===== src/rtl/pipeline_ctrl.sv =====
// Pipeline hazard controller: prioritises stall requests, handles exception flushes,
// and sequences the multi-cycle HI/LO multiply/divide unit.
module pipeline_ctrl #(
  parameter int MUL_CYCLES = 3,
  parameter int DIV_CYCLES = 32
) (
  input  logic        clk,
  input  logic        rst,
  input  logic        stall_req_if,
  input  logic        stall_req_id,
  input  logic        stall_req_mem,
  input  logic        md_start,
  input  logic        md_is_div,
  input  logic        exc_flush,
  input  logic [31:0] exc_pc,
  output logic [4:0]  stall,
  output logic        flush,
  output logic [31:0] flush_pc,
  output logic        md_busy,
  output logic        md_done
);

  typedef enum logic {
    IDLE    = 1'b0,
    MD_BUSY = 1'b1
  } md_state_t;

  localparam logic [4:0] STALL_NONE = 5'b00000;
  localparam logic [4:0] STALL_IF   = 5'b00001;
  localparam logic [4:0] STALL_ID   = 5'b00011;
  localparam logic [4:0] STALL_EX   = 5'b00111;
  localparam logic [4:0] STALL_MEM  = 5'b01111;

  localparam logic [5:0] MUL_LOAD = 6'(MUL_CYCLES);
  localparam logic [5:0] DIV_LOAD = 6'(DIV_CYCLES);

  md_state_t  state;
  md_state_t  state_next;
  logic [5:0] cnt;
  logic [5:0] cnt_next;

  logic start_ok;
  logic last_cycle;
  logic ex_req;

  assign start_ok   = (state == IDLE) && md_start && !exc_flush;
  assign last_cycle = (state == MD_BUSY) && (cnt == 6'd1);

  // EX keeps requesting a stall until the final count can retire past a quiet MEM stage.
  assign ex_req = start_ok
               || ((state == MD_BUSY) && (cnt != 6'd1))
               || (last_cycle && stall_req_mem);

  always_ff @(posedge clk) begin
    if (rst) begin
      state <= IDLE;
      cnt   <= 6'd0;
    end else begin
      state <= state_next;
      cnt   <= cnt_next;
    end
  end

  always_comb begin
    state_next = state;
    cnt_next   = cnt;
    unique case (state)
      IDLE: begin
        if (start_ok) begin
          state_next = MD_BUSY;
          cnt_next   = md_is_div ? DIV_LOAD : MUL_LOAD;
        end
      end
      MD_BUSY: begin
        if (exc_flush) begin
          state_next = IDLE;
          cnt_next   = 6'd0;
        end else if (cnt > 6'd1) begin
          cnt_next = cnt - 6'd1;
        end else if (cnt == 6'd1 && stall_req_mem) begin
          cnt_next = cnt;
        end else begin
          state_next = IDLE;
          cnt_next   = 6'd0;
        end
      end
      default: begin
        state_next = IDLE;
        cnt_next   = 6'd0;
      end
    endcase
  end

  // Reset and exception flush both override every stall request in the same cycle.
  always_comb begin
    stall    = STALL_NONE;
    flush    = 1'b0;
    flush_pc = 32'd0;
    md_busy  = 1'b0;
    md_done  = 1'b0;
    if (!rst) begin
      md_busy = (state == MD_BUSY);
      md_done = last_cycle && !stall_req_mem && !exc_flush;
      if (exc_flush) begin
        flush    = 1'b1;
        flush_pc = exc_pc;
      end else if (stall_req_mem) begin
        stall = STALL_MEM;
      end else if (ex_req) begin
        stall = STALL_EX;
      end else if (stall_req_id) begin
        stall = STALL_ID;
      end else if (stall_req_if) begin
        stall = STALL_IF;
      end
    end
  end

endmodule


===== config.mk =====
export PLATFORM = sky130hd
export DESIGN_NAME = pipeline_ctrl
export DESIGN_NICKNAME = d
export VERILOG_FILES = /design/src/rtl/pipeline_ctrl.sv
export SDC_FILE = /design/constraint.sdc
export NUM_CORES = 1
export LEC_CHECK = 0
export CORE_MARGIN = 5
export CORE_UTILIZATION = 28
export CTS_CLUSTER_DIAMETER = 30
export DETAILED_ROUTE_END_ITERATION = 16
export PLACE_DENSITY = 0.84
export SETUP_SLACK_MARGIN = 0.15
export SLEW_MARGIN = 10
export SYNTH_ARGS = -nofsm -noshare
export SYNTH_HDL_FRONTEND = slang
export SYNTH_SLANG_ARGS = --single-unit
export TNS_END_PERCENT = 5

===== constraint.sdc =====
create_clock -name clk -period 1.7 [get_ports clk]
set_clock_uncertainty 0.05 [all_clocks]
set_input_delay 0.255 -clock clk [delete_from_list [all_inputs] [get_ports clk]]
set_output_delay 0.255 -clock clk [all_outputs]
set_load 0.01 [all_outputs]

==> results of run 1 <==
## per-layer routing
layer,global-route usage (%),wire length (um)
met2,34.9,2020
met4,7.88,86
met1,21.0,1380
met5,0,0
met3,4.34,474
## power by group through the flow
stage	Clock [uW]	Combinational [uW]	Sequential, uW
4_1_cts	168	363	178
2_1_floorplan	0	133	181
3_3_place_gp	0	345	179
6_report	160	381	179
3_5_place_dp	0	355	180
5_1_grt	186	410	180
## cell type report
class / count / area share, %
repair buffers: 106 / 49.4
multi-input cells: 87 / 38.1
flip-flops and latches: 7 / 8.25
well taps: 30 / 2.13
clock buffers: 4 / 1.49
inverters: 3 / 0.640
## registers in the layout, indices dropped and copies added (netlist names)
register	count
cnt	6
state	1
## cell usage in the layout (no fill, tap or decap), drive strengths merged, types with 3 or more instances in the layout
cell           Yosys  layout
a31oi              3       3
dlygate4sd2        0       3
clkdlybuf4s50      0      36
and2              33      33
buf                2      56
clkdlybuf4s15      0       8
nor2              10      10
nor2b              4       4
dfxtp              7       7
nor3               3       3
nand2              3       3
clkbuf             5       7
inv                3       3
## worst max-delay path, cell delays in order, from the launching register on
cell	delay, ns
dfxtp_2	0.33
nor4_4	0.33
buf_4	0.19
a31oi_4	0.08
o21a_1	0.18
buf_2	0.14
## path summary, 6_finish.rpt
kind,slack [ns],cells past startpoint,from,endpoint
setup / recovery,-0.11,5,cnt[5],stall[2]
hold / removal,0.47,4,rst,state
setup reg to reg,0.01,6,cnt[4],cnt[4]
hold reg to reg,0.47,1,state,state
## per-stage QoR
step	cell area, um^2	util [%]	setup TNS (ns)	power, uW
2_1_floorplan	763	-	0	314
3_5_place_dp	1710	67.8	-16.28	535
4_1_cts	1730	68.4	-0.279	709
6_report	1760	69.7	-0.233	720
3_3_place_gp	1710	67.8	-15.02	524
5_1_grt	1760	69.7	-0.549	776
## timing repair
item                                    4_1_cts  5_1_grt
resized for setup                           164       15
pin swaps                                     6        1
cloned                                        3        0
setup buffers                                 4        0
endpoints found under the setup margin       45       18
## logic make-up (layout without fill, tap and decap cells)
logic type,Yosys count,after routing
mux,2,2
other cells,1,1
simple gates,61,61
fa+ha+maj,2,2
xor+xnor,2,2
compound gates,19,19
buf+inv,10,113
flops,7,7
==> run_results.csv, run 1 <==
group,metric,value,unit
worst_setup_path,cp_data_arrival_time,1.50,ns
floorplan,pin_count,80,
cells_and_area,layout-area-overhead-vs-synth,132,%
global_routing,grt_pass1_vias,1145,
power_and_ir_drop,p_int,485,uW
detailed_routing,vias,1150,
yosys,synth.ff_latch_count,7,
cts,clkLatencyLatePin,0.26,ns
power_and_ir_drop,comb_power_share,52.9,%
min_path,hp-class,"in2reg",
floorplan,rows,18,
worst_setup_path,critPathMaxFanout,2,
detailed_routing,avgRoutedWirePerCell,16.7,um
detailed_routing,drtPass1Iterations,2,
detailed_routing,drc_errors,0,
global_routing,grt_max_degree,10,
power_and_ir_drop,leakage,0.000816,uW
power_and_ir_drop,p_clk_share,22.3,%
cts,tritoncts,"built",
yosys,synth_simple_gate_area_share,47.6,%
cts,cts-root-buf,"clkbuf_4",
yosys,yosysSeqAreaShare,18.5,%
cells_and_area,multi_input_area,671,um^2
status,violations,"setup timing",
detailed_routing,wirelength,3960,um
yosys,synth_compound_area_share,19.7,%
yosys,syn_area,757,um^2
worst_setup_path,crit_type,"reg2out",
cells_and_area,nets,250,
worst_setup_path,cp-end-kind,"primary output",
power_and_ir_drop,power_switching,235,uW
yosys,syn_avg_cell_area,7.28,um^2
status,status,"finished with violations",
yosys,synth_top_area_cell,"and2_1",
floorplan,die_area,0.00384,mm^2
yosys,synth_edf_count,0,
cells_and_area,regArea,145,um^2
floorplan,coreArea,0.00252,mm^2
global_routing,grt_pass1_wl,5460,um
worst_setup_path,required,1.39,ns
place,placedCellCount,226,
sta,setup_viol_count_final,4,
sta,finalMaxSlewViolations,0,
yosys,synthCells,104,
yosys,synth_common_cells,"and2_1 (33), nor2_1 (10), dfxtp_1 (7)",
yosys,synth_warnings,0,
floorplan,initial_core_util,30.0,%
yosys,synth_mux_area_share,2.64,%
cts,htreeDepth,1,
place,gp_congestion,0.841,
yosys,async_flop_share,0,%
cts,cts_buffers,3,
sta,min_period,1.81,ns
global_routing,grt_usage,19.1,%
cts,clockBufferDepth,2,
yosys,yosysMostFrequentCell,"and2_1",
yosys,synth_area_leaders,"and2_1 (27%), dfxtp_1 (19%), nor2_1 (5.0%)",
power_and_ir_drop,power_frac_seq,24.8,%
sta,timing.final.ws_setup,-0.109,ns
detailed_routing,postRouteAntennaNets,0,
flow_run,maxCapViolCount,0,
floorplan,die_w,62.0,um
yosys,synth_cell_types,34,
sta,hold_ws,0.465,ns
power_and_ir_drop,swShare,32.7,%
sta,hold_viol,0,
detailed_routing,routed_via_density,4.85,
worst_setup_path,cp-start-kind,"flop",
cells_and_area,nFillCells,188,
place,placement.io_buffers,78,
place,hpwl,2890,um
cts,cts_hold_buf,0,
sta,fmax,553,MHz
cts,cts_num_sinks,7,
floorplan,die_h,62.0,um
sta,fin_crit_sh,106,%
power_and_ir_drop,max-vdd-ir-drop,0.539,mV
sta,rsz0062_at_grt,"yes",
cts,clkTransAtPathRegs,0.06,ns
global_routing,overflow,0,
yosys,synth_top_family_by_area,"simple AND/OR/NAND/NOR gates",
global_routing,antenna_found_initial,0,
detailed_routing,drt_first_iter_violations,27,
cells_and_area,instances_no_fill,237,
yosys,synth_nets,146,
cells_and_area,final_layout_size_suffix_gt1_share,42.0,%
place,dp_slack,-0.446,ns
yosys,synthXorXnorAreaFrac,2.31,%
cells_and_area,antenna_cells,0,
yosys,synth_top_area_share,27.3,%
power_and_ir_drop,power.density,409,mW/mm^2
yosys,synth-main-ff-cell,"dfxtp_1",
yosys,synthAdderAreaFrac,3.31,%
Note: power is estimated with default switching activity, not from simulation.
==> run 2, diff against run 1 <==
--- a/config.mk
+++ b/config.mk
@@ -6,10 +6,11 @@
 export NUM_CORES = 1
 export LEC_CHECK = 0
 export CORE_MARGIN = 5
-export CORE_UTILIZATION = 28
+export CORE_UTILIZATION = 26
 export CTS_CLUSTER_DIAMETER = 30
+export CTS_CLUSTER_SIZE = 10
 export DETAILED_ROUTE_END_ITERATION = 16
-export PLACE_DENSITY = 0.84
+export PLACE_DENSITY = 0.83
 export SETUP_SLACK_MARGIN = 0.15
 export SLEW_MARGIN = 10
 export SYNTH_ARGS = -nofsm -noshare
==> constraint.sdc (replaced) <==
create_clock -name clk -period 1.45 [get_ports clk]
set_clock_uncertainty 0.05 [all_clocks]
set_input_delay 0.2175 -clock clk [delete_from_list [all_inputs] [get_ports clk]]
set_output_delay 0.2175 -clock clk [all_outputs]
set_load 0.01 [all_outputs]
==> run 2 against run 1 <==
Net effect: global-route usage is 2.0 points lower; cell count is 0.84% higher; first-iteration DRC count is 11% higher; critical path depth is 1 higher; cell area is 2.1% lower; sequential share of layout area is 0.25 points higher; the run still ends with setup timing left; routed wire length is 6.5% lower; critical endpoint unchanged; sequential power is 16% higher; clock-buffer cell count stayed put; register-to-register slack worse by 0.27 ns; die area is 6.4% higher; clock power is 14% higher.
==> run_results.csv, run 2 (synthesized netlist as in run 1, its figures left out) <==
group,metric,value,unit
status,status,"finished with violations",
status,violations,"setup timing",
detailed_routing,avgRoutedWirePerCell,15.5,um
floorplan,die_h,64.0,um
sta,finalMaxSlewViolations,0,
place,placedCellCount,229,
power_and_ir_drop,p_total,845,uW
power_and_ir_drop,max-vdd-ir-drop,0.489,mV
worst_setup_path,critPathMaxFanout,3,
sta,timing.final.ws_setup,-0.317,ns
global_routing,grtUsageMet3,4.73,%
detailed_routing,wirelength,3700,um
worst_setup_path,required,1.18,ns
detailed_routing,routed_via_density,4.74,
global_routing,use_met2,33.2,%
cells_and_area,reg_top3,"cnt: 6 flops, state: 1 flops",
global_routing,grt_pass1_vias,1159,
floorplan,die_area,0.00409,mm^2
worst_setup_path,cp_top_family,"buffers and inverters",
sta,min_period,1.77,ns
cells_and_area,instances_no_fill,239,
cts,htreeDepth,1,
place,hpwl,2720,um
worst_setup_path,crit_cells,6,
worst_setup_path,path_cells,"nor4_2 > buf_4 > buf_6 > a31oi_4 > o21a_1 > buf_2",
cells_and_area,largest_register_ffs,6,
min_path,hp-class,"in2reg",
worst_setup_path,cp-start-kind,"flop",
cts,clkTransAtPathRegs,0.05,ns
sta,hold_viol,0,
cells_and_area,final_layout_size_suffix_gt1_share,46.2,%
floorplan,pin_count,80,
worst_setup_path,cp-end-kind,"primary output",
cells_and_area,antenna_cells,0,
detailed_routing,drc_errors,0,
detailed_routing,postRouteAntennaNets,0,
cells_and_area,final_cell_mix,"buf_2 (39), clkdlybuf4s50_1 (36), and2_1 (31)",
cells_and_area,regMostFlops,"cnt",
detailed_routing,drtPass1Iterations,5,
global_routing,grt-busiest-layer,"met2",
place,gp_congestion,0.886,
cts,cts_num_sinks,7,
detailed_routing,vias,1134,
cts,tritoncts,"built",
floorplan,coreArea,0.00278,mm^2
worst_setup_path,reg2reg_depth,6,
floorplan,die_w,64.0,um
cells_and_area,nets,251,
cts,clockBufferDepth,2,
global_routing,overflow,0,
cts,cts-root-buf,"clkbuf_4",
cells_and_area,final_common_cell,"buf_2",
global_routing,antenna_found_initial,0,
cells_and_area,layout-area-overhead-vs-synth,128,%
power_and_ir_drop,leakage,0.000825,uW
floorplan,initial_core_util,27.2,%
worst_setup_path,cp_data_arrival_time,1.50,ns
detailed_routing,drt_first_iter_violations,30,
min_path,min_delay_path_depth,4,
sta,fin_crit_sh,122,%
power_and_ir_drop,power.density,491,mW/mm^2
sta,fin_tns_setup,-2.40,ns
global_routing,grt_usage,17.1,%
flow_run,maxCapViolCount,0,
worst_setup_path,crit_buf_inv,3,
global_routing,grt_max_degree,10,
sta,rsz0062_at_grt,"yes",
sta,setup_viol_count_final,11,
global_routing,use_met1,18.8,%
global_routing,grt_pass1_wl,5730,um
floorplan,rows,19,
cts,clkLatencyLatePin,0.25,ns
cts,cts_buffers,3,
worst_setup_path,slowest_delay,0.32,ns
place,placement.io_buffers,78,
worst_setup_path,cpMaxStageDelayCell,"dfxtp_2",
worst_setup_path,crit_type,"reg2out",
sta,fmax,566,MHz
run 2: cell count changes in the layout (fill, tap and decap cells not counted), sizes merged:
cell,delta
dlymetal6s2s,+1
clkdlybuf4s15,-8
dlygate4sd2,-3
buf,+13
clkbuf,-2
run 2: what timing repair did:
item,4_1_cts,5_1_grt
gates cloned,3,0
endpoints found under the hold margin,0,0
resized for setup,173,24
setup endpoints to repair,46,46
setup buffers,3,0
pin swaps,5,4
hold buffers,0,0
run 2: area by class of cell:
cell class	count	area (um^2)
Fill cell	242	1060
Timing Repair Buffer	107	836
Multi-Input combinational cell	87	664
Sequential cell	7	146
Tap cell	31	38.8
Clock buffer	4	26.3
Inverter	3	11.3
run 2: per-stage QoR:
stage / cell area [um^2] / hold WS [ns] / worst slack [ns] / util [%]
5_1_grt: 1720 / 0.295 / -0.375 / 61.9
2_1_floorplan: 782 / 0.368 / -0.00239 / -
3_5_place_dp: 1740 / 0.473 / -0.616 / 62.7
6_report: 1720 / 0.275 / -0.317 / 61.9
4_1_cts: 1690 / 0.443 / -0.322 / 60.6
3_3_place_gp: 1740 / 0.464 / -0.562 / 62.7
run 2: layer usage:
metal  wire length (um)  up-vias
li1                   -      559
met1               1420      518
met2               1980       57
met3                308        0
met4                  0        0
met5                  0        -
run 2: path summary, 6_finish.rpt:
check	startpoint	end	slack (ns)
max	cnt[5]	stall[2]	-0.32
max reg2reg	cnt[3]	cnt[4]	-0.26
min reg2reg	state	state	0.44
min	rst	state	0.27
run 2: where the power goes:
part / total, uW / switching, uW / internal [uW]
Sequential: 208 / 6.75 / 201
Combinational: 455 / 188 / 267
Clock: 182 / 76.9 / 105
run 2: worst min-delay path: cells and delay by family:
family,cells,cell delay [ns]
AOI/OAI and AO/OA,2,0.12
and+or+nand+nor,1,0.06
buffers and inverters,1,0.15
